[config.mk]
export PLATFORM = sky130hd
export DESIGN_NAME = dma_priority_arbiter
export DESIGN_NICKNAME = d
export VERILOG_FILES = /design/src/rtl/dma_priority_arbiter.sv
export SDC_FILE = /design/constraint.sdc
export NUM_CORES = 1
export LEC_CHECK = 0
export BUFFER_PORTS_ARGS = -buffer_cell sky130_fd_sc_hd__buf_2
export CAP_MARGIN = 20
export CELL_PAD_IN_SITES_DETAIL_PLACEMENT = 1
export CELL_PAD_IN_SITES_GLOBAL_PLACEMENT = 2
export CORE_ASPECT_RATIO = 0.7
export CORE_MARGIN = 3
export CORE_UTILIZATION = 27
export CTS_CLUSTER_DIAMETER = 120
export DETAILED_ROUTE_END_ITERATION = 8
export PLACE_DENSITY_LB_ADDON = 0.25
export REMOVE_ABC_BUFFERS = 1
export SETUP_SLACK_MARGIN = 0.2
export SKIP_LAST_GASP = 1
export SYNTH_ARGS = -nofsm -noshare
export SYNTH_HDL_FRONTEND = slang
export SYNTH_SLANG_ARGS = --single-unit
export TNS_END_PERCENT = 30
[constraint.sdc]
create_clock -name CLK -period 2.85 [get_ports CLK]
set_input_delay 0.285 -clock CLK [delete_from_list [all_inputs] [get_ports CLK]]
set_output_delay 0.285 -clock CLK [all_outputs]
set_load 0.005 [all_outputs]
[src/rtl/dma_priority_arbiter.sv]
// rtl/dma_priority_arbiter.sv - DREQ/software request arbitration and DACK drive for a 4-channel DMA
//
// Optional feature macro: DMA_ROTATING_PRIORITY_EN
//   defined   : commandReg[4] selects rotating priority and the `last` pointer exists
//   undefined : fixed priority only (ch0 highest), commandReg[4] ignored
//
// Ports:
//   CLK         in   1  controller clock
//   RESET_N     in   1  asynchronous active-low reset
//   DREQ        in   4  external request pins, sense set by commandReg[6]
//   commandReg  in   8  [2] disable, [4] rotating, [6] DREQ active-low, [7] DACK active-high
//   maskReg     in   4  1 masks the hardware DREQ of that channel
//   requestReg  in   4  software requests, never masked
//   HLDA        in   1  hold acknowledge from the CPU
//   validDACK   in   1  timing control wants DACK active for the granted channel
//   svcDone     in   1  one-cycle end-of-service pulse from timing control
//   EOP_N       in   1  end of process, active-low
//   VALID_DREQ  out  4  one-hot granted channel, 0 when no grant
//   DACK        out  4  acknowledge pins, polarity per commandReg[7]
//   grantCh     out  2  encoded granted channel, valid while busy
//   busy        out  1  high in GRANT and ACTIVE

module dma_priority_arbiter (
  input  logic       CLK,
  input  logic       RESET_N,
  input  logic [3:0] DREQ,
  input  logic [7:0] commandReg,
  input  logic [3:0] maskReg,
  input  logic [3:0] requestReg,
  input  logic       HLDA,
  input  logic       validDACK,
  input  logic       svcDone,
  input  logic       EOP_N,
  output logic [3:0] VALID_DREQ,
  output logic [3:0] DACK,
  output logic [1:0] grantCh,
  output logic       busy
);

  typedef enum logic [1:0] {
    IDLE   = 2'd0,
    GRANT  = 2'd1,
    ACTIVE = 2'd2
  } arbState;

  arbState    state;
  arbState    nextState;
  logic [3:0] reqComb;
  logic [3:0] reqQ;
  logic [3:0] dackRaw;
  logic [1:0] startPtr;
  logic [1:0] winner;

  // Effective request; the disable bit suppresses everything, software bits included.
  always_comb begin
    reqComb = 4'b0000;
    if (!commandReg[2]) begin
      reqComb = ((DREQ ^ {4{commandReg[6]}}) & ~maskReg) | requestReg;
    end
  end

`ifdef DMA_ROTATING_PRIORITY_EN
  // Lowest-priority channel; reset to 3 so the first scan begins at ch0.
  logic [1:0] last;
  logic       releaseSvc;

  // Only a normal end of service rotates; an HLDA abort leaves the pointer alone.
  assign releaseSvc = (state == ACTIVE) && HLDA && (svcDone || !EOP_N);
  assign startPtr   = commandReg[4] ? last : 2'd3;

  always_ff @(posedge CLK or negedge RESET_N) begin
    if (!RESET_N) begin
      last <= 2'd3;
    end else if (releaseSvc && commandReg[4]) begin
      last <= grantCh;
    end
  end

  logic unusedBits;
  assign unusedBits = ^{commandReg[5], commandReg[3], commandReg[1:0]};
`else
  // Fixed order is the rotating scan frozen with the pointer at ch3.
  assign startPtr = 2'd3;

  logic unusedBits;
  assign unusedBits = ^{commandReg[5:3], commandReg[1:0]};
`endif

  // Scan startPtr+1 .. startPtr+4; iterating downward lets the nearest hit win.
  always_comb begin
    winner = 2'd0;
    for (int i = 4; i >= 1; i--) begin
      if (reqQ[startPtr + 2'(i)]) begin
        winner = startPtr + 2'(i);
      end
    end
  end

  always_comb begin
    nextState = state;
    case (state)
      IDLE: begin
        if (reqQ != 4'b0000) begin
          nextState = GRANT;
        end
      end
      GRANT: begin
        // HLDA wins over a same-cycle withdrawal; the disable bit acts at once.
        if (HLDA) begin
          nextState = ACTIVE;
        end else if (!reqQ[grantCh] || commandReg[2]) begin
          nextState = IDLE;
        end
      end
      ACTIVE: begin
        if (!HLDA) begin
          nextState = IDLE;
        end else if (svcDone || !EOP_N) begin
          nextState = IDLE;
        end
      end
      default: nextState = IDLE;
    endcase
  end

  always_ff @(posedge CLK or negedge RESET_N) begin
    if (!RESET_N) begin
      state      <= IDLE;
      reqQ       <= 4'b0000;
      VALID_DREQ <= 4'b0000;
      grantCh    <= 2'd0;
      dackRaw    <= 4'b0000;
    end else begin
      state <= nextState;
      reqQ  <= reqComb;
      if ((state == IDLE) && (nextState == GRANT)) begin
        grantCh    <= winner;
        VALID_DREQ <= 4'(1) << winner;
      end else if (nextState == IDLE) begin
        VALID_DREQ <= 4'b0000;
      end
      // Cleared on the release edge itself so DACK never outlives the grant.
      if ((state == ACTIVE) && (nextState == ACTIVE) && validDACK) begin
        dackRaw <= 4'(1) << grantCh;
      end else begin
        dackRaw <= 4'b0000;
      end
    end
  end

  assign busy = (state != IDLE);
  assign DACK = commandReg[7] ? dackRaw : ~dackRaw;

  dackOneHot: assert property (@(posedge CLK) disable iff (!RESET_N) $onehot0(dackRaw));
  validOneHot: assert property (@(posedge CLK) disable iff (!RESET_N) $onehot0(VALID_DREQ));

endmodule

==> impl_metrics.toml <==
[yosys]
syn_area_cell_um2 = 10.6
list_of_most_frequent_post_synthesis_cells = "dfrtp_1 (16), nor2_1 (16), xnor2_1 (8), inv_1 (4), nor3_1 (4)"
synth_top_area_share_pct = 54.6
seq_area_frac_synth_pct = 54.6
ys_seq_elements = 16
synthCells = 69
yosys.cell_types.count = 21
syn-cell-area_um2 = 733
post_synth_main_area_contributors = "dfrtp_1 (55%), xnor2_1 (9.6%), nor2_1 (8.2%), a32o_1 (4.1%), mux4_2 (3.1%)"
synth.yosys.warnings = 0
synth-async-reset-ratio_pct = 100
synth_top_area_cell = "dfrtp_1"
count_of_flip_flops_with_a_built_in_enable_after_synthesis = 0
postSynth.topFlopCell = "dfrtp_1"

[floorplan]
design.core.area_um2 = 2510
fp.dieH_um = 49.6
die_width_um = 68.3
core.rowCount = 15
design.portCount = 37
dieArea_um2 = 3390
initial_core_util_pct = 29.2

[timing]
grt_setup_unrepaired = "no"
drv_slew = 0
worst_slew_pin_slew_ns = 0.597
final_setup_vio_count = 0
fin_tns_setup_ns = 0
finalHoldViolations = 0
period_utilization_pct = 61.5
timing.max_slew.rel_slack_pct = 60.0
final.setup_skew_ns = 0.00255
period_minus_slack_ns = 1.75
fmax_mhz = 571

[clock_tree]
cts_tree = "yes"
tritoncts.num_buffers = 3
cts.htree.levels = 1
post_cts_resize_count = 0
path_clk_slew_ns = 0.06
clk-insertion-delay-late_ns = 0.24
clk_root_buffer_cell = "clkbuf_8"
cts.hold.buffers_added = 1
cts.sink_count = 16
cts-root-to-sink-buffers = 2
post-cts-setup-buffers = 0

[detailed_routing]
detail_route.iter0.violations = 5
wire_per_inst_um = 12.5
ant_nets = 0
via_count = 631
routed_wl_mm = 1.72
drt-pass1-iter-count = 4
count_of_unresolved_drc_violations_after_routing = 0
vias_per_cell = 4.61

[run_status]
status = "complete, no violations"

[global_routing]
met2_usage_pct = 18.7
wire_length_of_the_first_global_routing_pass_mm = 2.93
number_of_global_route_vias_before_repair = 673
grt.busiest_layer = "met2"
gr-usage-met3_pct = 4.33
largest_net_degree_at_the_start_of_global_routing = 17
met1_routing_resource_usage_after_global_routing_pct = 14.0
grtUsageTotal_pct = 11.5
grt_antenna_before_repair = 0
globalRoute.totalOverflow = 0

[power_and_ir_drop]
p_sw_share_pct = 31.6
total_leakage_power_nw = 0.480
cellPowerDensity_nw_per_um2 = 736
vdd_ir_drop_max_v = 0.000294
power_frac_comb_pct = 29.6
clockPowerShare_pct = 27.1
power.sequential.fraction_pct = 43.2
net-switching-power_mw = 0.230
internal_power_mw = 0.497

[place]
dp_hpwl_mm = 1.38
dpl_cell_area_um2 = 923
placement.io_buffers = 31
gpl.final_weighted_congestion = 0.795

[run]
drv_cap = 0

[setup_path]
worstSetupStartpointType = "register"
setup_crit_path_kind = "reg2out"
endpoint_kind = "output port"
critPathMaxStageDelay_ns = 0.48
crit_fanout = 9
worst-endpoint-required_ns = 2.57
crit_slowest_cell = "nor2_1"
worst_ep_arrival_time_ns = 1.47
path_cells = "nor2_1 > inv_1 > buf_2"

[cells_and_area]
postLayoutCellArea_um2 = 988
n_antenna_cell = 0
area_overhead_of_the_layout_relative_to_synthesis_pct = 34.8
post_route_cells_drive_above_1_share_pct = 37.9
total_nets_final = 130

[worst_hold_path]
min_path_type = "in2reg"
==> kinds of logic after synthesis <==
family / count (synthesis) / synth area share [%]
XOR/XNOR: 8 / 9.56
flip-flops: 16 / 54.6
buffers and inverters: 6 / 3.07
multiplexers: 1 / 3.07
AND/OR/NAND/NOR: 28 / 18.6
AO/OA/AOI/OAI: 10 / 11.1
==> through the flow <==
step           setup WS (ns)  hold WS [ns]  utilization, %  power [mW]  std cells
3_5_place_dp            1.31         0.218            36.7       0.536        132
5_1_grt                0.954         0.259            39.3       0.784        137
6_report                1.10         0.256            39.3       0.727        137
3_3_place_gp            1.33         0.215            36.7       0.529        132
4_1_cts                 1.09         0.259            39.3       0.737        137
2_1_floorplan           1.41       -0.0106               -       0.438         67
==> placed cells by master, fill, tap and decap left out <==
cell type      instances
buf_2                 31
dfrtp_1               16
nor2_1                16
xnor2_1                8
inv_1                  4
nor3_1                 4
clkbuf_8               4
a32o_1                 3
nor2b_1                2
o21ai_0                2
nor4bb_1               1
o21a_1                 1
nand3_1                1
nor4_1                 1
mux4_2                 1
nand3_2                1
a21oi_1                1
nand2_1                1
o221a_2                1
nand2b_2               1
a2bb2oi_1              1
a22o_1                 1
dlygate4sd3_1          1
==> critical path: cells and delay by family (launching register included) <==
kind          cells  cell delay (ns)
buf+inv           2             0.35
simple gates      1             0.48
flops             1             0.39
==> area by class of cell <==
class                      count  area [um^2]
multi-input combinational     47          310
fill                         298         1530
inverter                       4         15.0
tap                           34         42.5
sequential                    16          400
clock buffer                   4         55.1
timing repair buffer          32          165
==> path summary, 6_finish.rpt <==
kind	depth (start not counted)	endpoint	slack [ns]	startpoint
max in group asynchronous	2	reqQ[3]$_DFF_PN0_	2.10	RESET_N
worst max register to register	4	VALID_DREQ[2]$_DFFE_PN0P_	1.32	grantCh[0]$_DFFE_PN0P_
min in group asynchronous	2	dackRaw[2]$_DFF_PN0_	0.49	RESET_N
worst max-delay path	3	busy	1.10	state[1]$_DFF_PN0_
worst min-delay path	2	reqQ[3]$_DFF_PN0_	0.26	commandReg[2]
worst min register to register	1	VALID_DREQ[1]$_DFFE_PN0P_	0.49	VALID_DREQ[1]$_DFFE_PN0P_
==> power by group through the flow <==
stage	Clock, mW	Sequential [mW]	Combinational (mW)
floorplan	0	0.312	0.127
global placement	0	0.316	0.213
global route	0.220	0.323	0.241
CTS	0.203	0.315	0.219
finish	0.197	0.314	0.215
detailed placement	0	0.320	0.216
==> routing by layer <==
layer | part of all wire, % | vias up
li1 | - | 304
met1 | 45 | 304
met2 | 47 | 21
met3 | 7.1 | 2
met4 | 0.76 | 0
met5 | 0 | -
==> registers in the layout (all words and copies together) (netlist names) <==
name / cells
VALID_DREQ: 4
dackRaw: 4
reqQ: 4
grantCh: 2
state: 2
(Power assumes the default switching activity.)
